## src/rtl/mem_arbiter.sv

```systemverilog
// Arbitrates an instruction-fetch port and a data port onto one combinational byte-lane memory.
// Each port owns a single response slot; the fetch port is protected from starvation.
module mem_arbiter #(
  parameter int unsigned STARVE_LIMIT = 3
) (
  input  logic        clk,
  input  logic        rst,
  input  logic        i_req_valid,
  output logic        i_req_ready,
  input  logic [31:0] i_addr,
  output logic        i_resp_valid,
  input  logic        i_resp_ready,
  output logic [31:0] i_resp_data,
  output logic        i_resp_err,
  input  logic        d_req_valid,
  output logic        d_req_ready,
  input  logic        d_we,
  input  logic [2:0]  d_mode,
  input  logic [31:0] d_addr,
  input  logic [31:0] d_wdata,
  output logic        d_resp_valid,
  input  logic        d_resp_ready,
  output logic [31:0] d_resp_data,
  output logic        d_resp_err,
  output logic        mem_we,
  output logic [2:0]  mem_mode,
  output logic [31:0] mem_address,
  output logic [31:0] mem_wdata,
  input  logic [31:0] mem_rdata
);

  localparam logic [2:0] MODE_BYTE = 3'b001;
  localparam logic [2:0] MODE_HALF = 3'b010;
  localparam logic [2:0] MODE_WORD = 3'b100;
  localparam int CNT_W = (STARVE_LIMIT > 0) ? $clog2(STARVE_LIMIT + 1) : 1;
  localparam logic [CNT_W-1:0] LIMIT = CNT_W'(STARVE_LIMIT);

  typedef struct packed {
    logic        valid;
    logic        err;
    logic [31:0] data;
  } slot_t;

  slot_t            i_slot, d_slot;
  logic [CNT_W-1:0] starve_cnt;
  logic             i_elig, d_elig, grant_i, grant_d, i_mis, d_mis;

  function automatic logic data_misaligned(input logic [2:0] mode, input logic [1:0] lsb);
    case (mode)
      MODE_BYTE: return 1'b0;
      MODE_HALF: return lsb[0];
      MODE_WORD: return lsb != 2'b00;
      default:   return 1'b1;
    endcase
  endfunction

  assign i_mis = i_addr[1:0] != 2'b00;
  assign d_mis = data_misaligned(d_mode, d_addr[1:0]);

  // Gating eligibility with rst blocks every grant, and therefore every memory write, during reset.
  assign i_elig  = i_req_valid && !i_slot.valid && !rst;
  assign d_elig  = d_req_valid && !d_slot.valid && !rst;
  assign grant_i = i_elig && (!d_elig || starve_cnt >= LIMIT);
  assign grant_d = d_elig && !grant_i;

  assign i_req_ready = grant_i;
  assign d_req_ready = grant_d;

  // A slot loaded just before reset must not be presented while reset is held.
  assign i_resp_valid = i_slot.valid && !rst;
  assign i_resp_data  = i_slot.data;
  assign i_resp_err   = i_slot.err;
  assign d_resp_valid = d_slot.valid && !rst;
  assign d_resp_data  = d_slot.data;
  assign d_resp_err   = d_slot.err;

  always_comb begin
    // NOTE: every output gets a default first so no path through this block can infer a latch.
    mem_we      = 1'b0;
    mem_mode    = 3'b000;
    mem_address = 32'h0;
    mem_wdata   = 32'h0;
    if (grant_i) begin
      mem_address = i_addr;
      mem_mode    = MODE_WORD;
    end else if (grant_d) begin
      mem_address = d_addr;
      mem_mode    = d_mode;
      mem_wdata   = d_wdata;
      mem_we      = d_we && !d_mis;
    end
  end

  always_ff @(posedge clk) begin
    // NOTE: reset is synchronous, so it is a branch inside the clocked block, not a sensitivity entry.
    if (rst) begin
      i_slot     <= '0;
      d_slot     <= '0;
      starve_cnt <= '0;
    end else begin
      // NOTE: non-blocking assignments so every register sees the pre-edge values of the others.
      if (grant_i) begin
        i_slot <= '{valid: 1'b1, err: i_mis, data: i_mis ? 32'h0 : mem_rdata};
      end else if (i_slot.valid && i_resp_ready) begin
        i_slot.valid <= 1'b0;
      end

      if (grant_d) begin
        d_slot <= '{valid: 1'b1, err: d_mis, data: (d_mis || d_we) ? 32'h0 : mem_rdata};
      end else if (d_slot.valid && d_resp_ready) begin
        d_slot.valid <= 1'b0;
      end

      if (i_elig && !grant_i) begin
        if (starve_cnt < LIMIT) starve_cnt <= starve_cnt + 1'b1;
      end else begin
        starve_cnt <= '0;
      end
    end
  end

endmodule

```

## config.mk

```make
export PLATFORM = sky130hd
export DESIGN_NAME = mem_arbiter
export DESIGN_NICKNAME = d
export VERILOG_FILES = /design/src/rtl/mem_arbiter.sv
export SDC_FILE = /design/constraint.sdc
export NUM_CORES = 1
export LEC_CHECK = 0
export ABC_CLOCK_PERIOD_IN_PS = 5450
export CORE_AREA = 2 2 108 110
export CTS_BUF_LIST = sky130_fd_sc_hd__clkbuf_8 sky130_fd_sc_hd__clkbuf_16
export CTS_CLUSTER_DIAMETER = 80
export CTS_CLUSTER_SIZE = 14
export DETAILED_ROUTE_END_ITERATION = 10
export DIE_AREA = 0 0 110 112
export PLACE_DENSITY_LB_ADDON = 0.25
export SYNTH_ARGS = -nofsm -noshare
export SYNTH_HDL_FRONTEND = slang
export SYNTH_SLANG_ARGS = --single-unit
```

## constraint.sdc

```tcl
create_clock -name clk -period 5.45 [get_ports clk]
set_input_delay 1.09 -clock clk [delete_from_list [all_inputs] [get_ports clk]]
set_output_delay 1.09 -clock clk [all_outputs]
set_load 0.01 [all_outputs]
```

Word-level counts from Yosys, hierarchy flattened
Cells that the tools add are included.
- flip-flop bits (word level): 70
- input bits: 138
- word-level logic and storage cells: 54
- $add $sub $neg: 1
- magnitude comparators: 2
- eq/ne operators: 3
- muxes and demuxes: 15
- bitwise logic cells: 1
- reductions and logical operators: 25
- operator list (operator ; number):
    two-way mux 32 bit ; 6
    logical AND 1 bit ; 12
    nonzero test 2 bit ; 4
    logical NOT 1 bit ; 6
    two-way mux 1 bit ; 6
    two-way mux 3 bit ; 2
    == test 3 x 1 -> 1 bit (second input constant) ; 1
    == test 3 x 2 -> 1 bit (second input constant) ; 1
    == test 3 bit (second input constant) ; 1
    one-hot mux 1 bit (3 select lines) ; 1
    adder 2 x 1 -> 2 bit (second input constant) ; 1
    greater-or-equal comparator 2 bit (second input constant) ; 1
    logical OR 1 bit ; 2
    < comparator 2 bit (second input constant) ; 1
    OR reduction 2 bit ; 1
    NOT 1 bit ; 1

Depth between registers and ports, before layout
- depth in word-level cells: 10
- depth in mapped cells: 6
- gate-level depth less buffers: 5

Least setup slack after synthesis
OpenSTA, ideal clock, no wires.
- kind: input to output
- from: input port rst
- to: output port mem_address[26]
- arrival: 2.162 ns
- required time: 4.360 ns
- path slack: 2.198 ns
- stages on the path: 6
- path buffers: 3
- path through: buf_6 > or3b_1 > buf_6 > nor2_8 > buf_6 > a22o_1
- longest elaborated chain between the ends: 9
- RTL lines (element ; RTL line ; source):
    start, declared ; 7 ; input logic rst,
    logical NOT 1 bit * ; 61, 62 ;
    logical AND 1 bit ; 62 ; assign d_elig = d_req_valid && !d_slot.valid && !rst;
    logical NOT 1 bit ; 63 ; assign grant_i = i_elig && (!d_elig || starve_cnt >= LIMIT);
    logical OR 1 bit ; 63 ;
    logical AND 1 bit * ; 63 ;
    net i_req_ready ; 9 ; output logic i_req_ready,
    logical NOT 1 bit ; 64 ; assign grant_d = d_elig && !grant_i;
    logical AND 1 bit ; 64 ;
    two-way mux 32 bit ; 86 ; end else if (grant_d) begin
    two-way mux 32 bit * ; 83 ; if (grant_i) begin
    end, declared ; 27 ; output logic [31:0] mem_address,
Mark *: on every way through the listed nets, which the timed path passes. The rest lies on a longest branch.

Final worst setup path
- from: input port i_req_valid
- to: output port mem_address[10]
- longest elaborated chain between the ends: 7
- RTL lines (element ; RTL line ; source):
    start, declared ; 8 ; input logic i_req_valid,
    logical AND 1 bit * (2 in series) ; 61 ; assign i_elig = i_req_valid && !i_slot.valid && !rst;
    logical AND 1 bit * ; 63 ;
    logical NOT 1 bit ; 64 ;
    logical AND 1 bit ; 64 ;
    two-way mux 32 bit ; 86 ;
    two-way mux 32 bit * ; 83 ;
Mark *: on every way between the ends. The rest lies on a longest branch, timed or not.

==> summary.json <==
{
  "port-buffer-count": {"value": 275},
  "share_of_the_synthesized_area_in_compound_gates_ao_oa_aoi_oai": {"value": 0.2262},
  "run_status": {"value": "completed"},
  "fin_util": {"value": 0.5871},
  "postCtsSetupBuffers": {"value": 0},
  "synth_area": {"value": 4021, "unit": "µm²"},
  "setup_violations": {"value": 0},
  "final_number_of_hold_violating_endpoints": {"value": 0},
  "place_worst_setup_slack": {"value": 1.021, "unit": "ns"},
  "layout-drive-gt1-share": {"value": 0.05295},
  "yosys-top-cells-area": {"value": "sky130_fd_sc_hd__dfxtp_1, sky130_fd_sc_hd__buf_4, sky130_fd_sc_hd__nand4_1"},
  "die-area": {"value": 12320, "unit": "µm²"},
  "period_share": {"value": 0.8119},
  "critPathKind": {"value": "input port to output pin"},
  "cap_viol_max_count": {"value": 0},
  "post_synth_edffs": {"value": 0},
  "tritoncts_clock_tree": {"value": "yes"},
  "row_cnt": {"value": 39},
  "tightestPinTransition": {"value": 0.8096, "unit": "ns"},
  "ir_drop_worst_case_vdd": {"value": 0.1398, "unit": "mV"},
  "die_height": {"value": 112, "unit": "µm"},
  "layout-area-overhead-vs-synth": {"value": 63.13, "unit": "%"},
  "cts.sinks": {"value": 70},
  "syn_area_per_cell": {"value": 8.413, "unit": "µm²"},
  "num_antenna_cells": {"value": 0},
  "yosys-mux-area-fraction": {"value": 0.005289},
  "power_switching": {"value": 360.2, "unit": "µW"},
  "synth_xor_xnor_area_share": {"value": 0},
  "via_per_inst": {"value": 5.447},
  "worst-endpoint-required": {"value": 4.36, "unit": "ns"},
  "async_reset_ff_frac": {"value": 0},
  "seq_area_frac_synth": {"value": 0.3485},
  "finalSetupTns": {"value": 0, "unit": "ns"},
  "route.antenna.remaining_nets": {"value": 0},
  "postRouteWirelength": {"value": 16.71, "unit": "mm"},
  "setup_skew": {"value": 0.005164, "unit": "ns"},
  "synth_top_family_by_area": {"value": "compound AO/OA/AOI/OAI gates"},
  "ctsLongestPathBuffers": {"value": 2},
  "post_synth_inst_count": {"value": 478},
  "routabilityCongestion": {"value": 0.8610},
  "floorplan.die.width": {"value": 110, "unit": "µm"},
  "overflow": {"value": 0},
  "power.sequential.fraction": {"value": 0.382},
  "yosys.area_share.adder": {"value": 0.003111},
  "cts-htree-levels": {"value": 3},
  "worstSetupEndpointType": {"value": "output pin"},
  "design.portCount": {"value": 276},
  "worst_ep_arrival_time": {"value": 3.33, "unit": "ns"},
  "maxSlewHeadroom": {"value": 0.4603},
  "dp_hpwl": {"value": 11.97, "unit": "mm"},
  "cts.reportedPaths.clkPinSlew": {"value": 0.05, "unit": "ns"},
  "core_area": {"value": 11170, "unit": "µm²"},
  "antenna_found_initial": {"value": 0},
  "route.vias.total": {"value": 4379},
  "netlist-cell-type-count": {"value": 36},
  "finalInstanceArea": {"value": 6560, "unit": "µm²"},
  "unrepaired_setup_endpoints_after_global_routing": {"value": "no"},
  "root_buffer": {"value": "sky130_fd_sc_hd__clkbuf_16"},
  "power_frac_comb": {"value": 0.238},
  "finalNetCount": {"value": 795},
  "cts_hold_repair.buffers": {"value": 0},
  "ys_ff_latch": {"value": 70},
  "slew_violations": {"value": 0},
  "cts_buffers": {"value": 9},
  "initial_utilization": {"value": 0.3599},
  "pwr_density_cell": {"value": 209.8, "unit": "nW/µm²"},
  "maximum_number_of_pins_on_one_net_before_global_route_repair": {"value": 69},
  "drt-wirelength-per-cell": {"value": 20.78, "unit": "µm"},
  "place_area": {"value": 6291, "unit": "µm²"},
  "remaining_drcs": {"value": 0},
  "total_leakage_power": {"value": 0.002314, "unit": "µW"},
  "power.internal": {"value": 1016, "unit": "µW"},
  "number_of_global_route_vias_before_repair": {"value": 4317},
  "grt_first_pass_wirelength": {"value": 24.32, "unit": "mm"},
  "cp_max_fo": {"value": 36},
  "first_iter_violations": {"value": 220},
  "power.switching_fraction": {"value": 0.2618},
  "detailedRoute.firstPassIterationCount": {"value": 5},
  "final_critical_path_setup_slack": {"value": 1.025, "unit": "ns"},
  "post_cts.resized_instances": {"value": 0},
  "synth-main-ff-cell": {"value": "sky130_fd_sc_hd__dfxtp_1"},
  "grtUsageTotal": {"value": 0.2605},
  "fin_crit": {"value": 4.425, "unit": "ns"},
  "achievable-frequency": {"value": 0.2260, "unit": "GHz"},
  "fill_cells": {"value": 1012},
  "dominant_cell_type_by_area_after_synthesis": {"value": "sky130_fd_sc_hd__dfxtp_1"},
  "clock_insertion_delay_worst_skew": {"value": 0.32, "unit": "ns"},
  "post_synth_and_or_nand_nor_area_fraction": {"value": 0.1976},
  "hp-class": {"value": "flop to flop"},
  "critPathLaunchType": {"value": "input port"},
  "yosys_warnings": {"value": 0},
  "finalHoldWorstSlack": {"value": 0.4330, "unit": "ns"},
  "p_clk_frac": {"value": 0.379},
  "synth_nets": {"value": 617},
  "yosysTopAreaCellShare": {"value": 0.3485}
}
==> worst max-delay path, stage by stage <==
cell and delay [ns]:
sky130_fd_sc_hd__clkdlybuf4s50_1 0.52, sky130_fd_sc_hd__or3b_1 0.45, sky130_fd_sc_hd__nor2_8 0.43, sky130_fd_sc_hd__a22o_1 0.20, sky130_fd_sc_hd__clkdlybuf4s50_1 0.62
==> logic make-up after synthesis <==
kind of cell	after synthesis
AO/OA/AOI/OAI	132
multiplexers	2
flip-flops	70
adder cells (fa/ha/maj)	1
AND/OR/NAND/NOR	120
buffers and inverters	153
==> Yosys cell counts, drive strengths merged, types with 2 or more instances <==
cell type,instances
buf,87
dfxtp,70
nand4,64
and3,35
inv,35
o21ai,34
a21oi,32
o32ai,32
a22o,31
clkbuf,31
nor3b,5
nor2,3
a21o,2
nand2,2
nand2b,2
nor2b,2
or3b,2
==> final cells by class <==
class	instances	area, µm²	area share
Timing Repair Buffer	285	2823	0.4303
Multi-Input combinational cell	255	1757	0.2678
Sequential cell	70	1401	0.2136
Clock buffer	10	239.0	0.03643
Tap cell	143	178.9	0.02727
Inverter	35	131.4	0.02003
Clock inverter	6	30.03	0.004578
==> power groups by stage <==
stage          sequential [µW]  combinational, µW  clock [µW]
5_1_grt                    527                345         558
3_5_place_dp               537                327           0
2_1_floorplan              537                128           0
3_3_place_gp               537                325           0
6_report                   526                328         522
4_1_cts                    526                329         535
==> layer usage <==
metal | GRT usage | part of all wire
met5 | 0 | 0
met4 | 0.09620 | 0.029
met3 | 0.08431 | 0.091
met2 | 0.4348 | 0.50
met1 | 0.3078 | 0.38
==> state kept, by name, indices dropped and copies added (netlist names) <==
| name | count |
|---|---|
| d_resp_err | 1 |
| i_resp_data | 32 |
| d_slot | 1 |
| d_resp_data | 32 |
| i_slot | 1 |
| starve_cnt | 2 |
| i_resp_err | 1 |
==> metrics by stage <==
step,cells,power [µW]
3_5_place_dp,788,863.8
3_3_place_gp,788,861.8
6_report,804,1376
5_1_grt,804,1430
2_1_floorplan,478,664.5
4_1_cts,804,1390
==> worst paths after layout <==
check                                        to     startpoint  cells after the start  slack (ns)
worst max-delay path            mem_address[10]    i_req_valid                      5        1.03
worst min-delay path              starve_cnt[0]  starve_cnt[0]                      1        0.43
worst max register to register   d_resp_data[9]  starve_cnt[0]                      6        3.43
worst min register to register    starve_cnt[0]  starve_cnt[0]                      1        0.43
==> cells in the final DEF, fill, tap and decap left out, types with 2 or more instances in the layout <==
| cell type | Yosys | routed |
|---|---|---|
| sky130_fd_sc_hd__nor3b_4 | 2 | 3 |
| sky130_fd_sc_hd__inv_1 | 34 | 36 |
| sky130_fd_sc_hd__clkinv_2 | 0 | 3 |
| sky130_fd_sc_hd__clkdlybuf4s50_1 | 0 | 274 |
| sky130_fd_sc_hd__buf_4 | 64 | 10 |
| sky130_fd_sc_hd__nand4_1 | 64 | 64 |
| sky130_fd_sc_hd__a21o_1 | 2 | 2 |
| sky130_fd_sc_hd__dfxtp_1 | 70 | 70 |
| sky130_fd_sc_hd__and3_1 | 35 | 35 |
| sky130_fd_sc_hd__o32ai_1 | 32 | 32 |
| sky130_fd_sc_hd__nand2_1 | 2 | 2 |
| sky130_fd_sc_hd__a22o_1 | 31 | 31 |
| sky130_fd_sc_hd__o21ai_0 | 33 | 33 |
| sky130_fd_sc_hd__nor3b_1 | 2 | 2 |
| sky130_fd_sc_hd__clkbuf_16 | 0 | 9 |
| sky130_fd_sc_hd__a21oi_1 | 32 | 32 |
| sky130_fd_sc_hd__nand2b_1 | 2 | 2 |
| sky130_fd_sc_hd__nor2_2 | 0 | 2 |
| sky130_fd_sc_hd__nor2b_1 | 2 | 2 |
(Power assumes the default switching activity.)
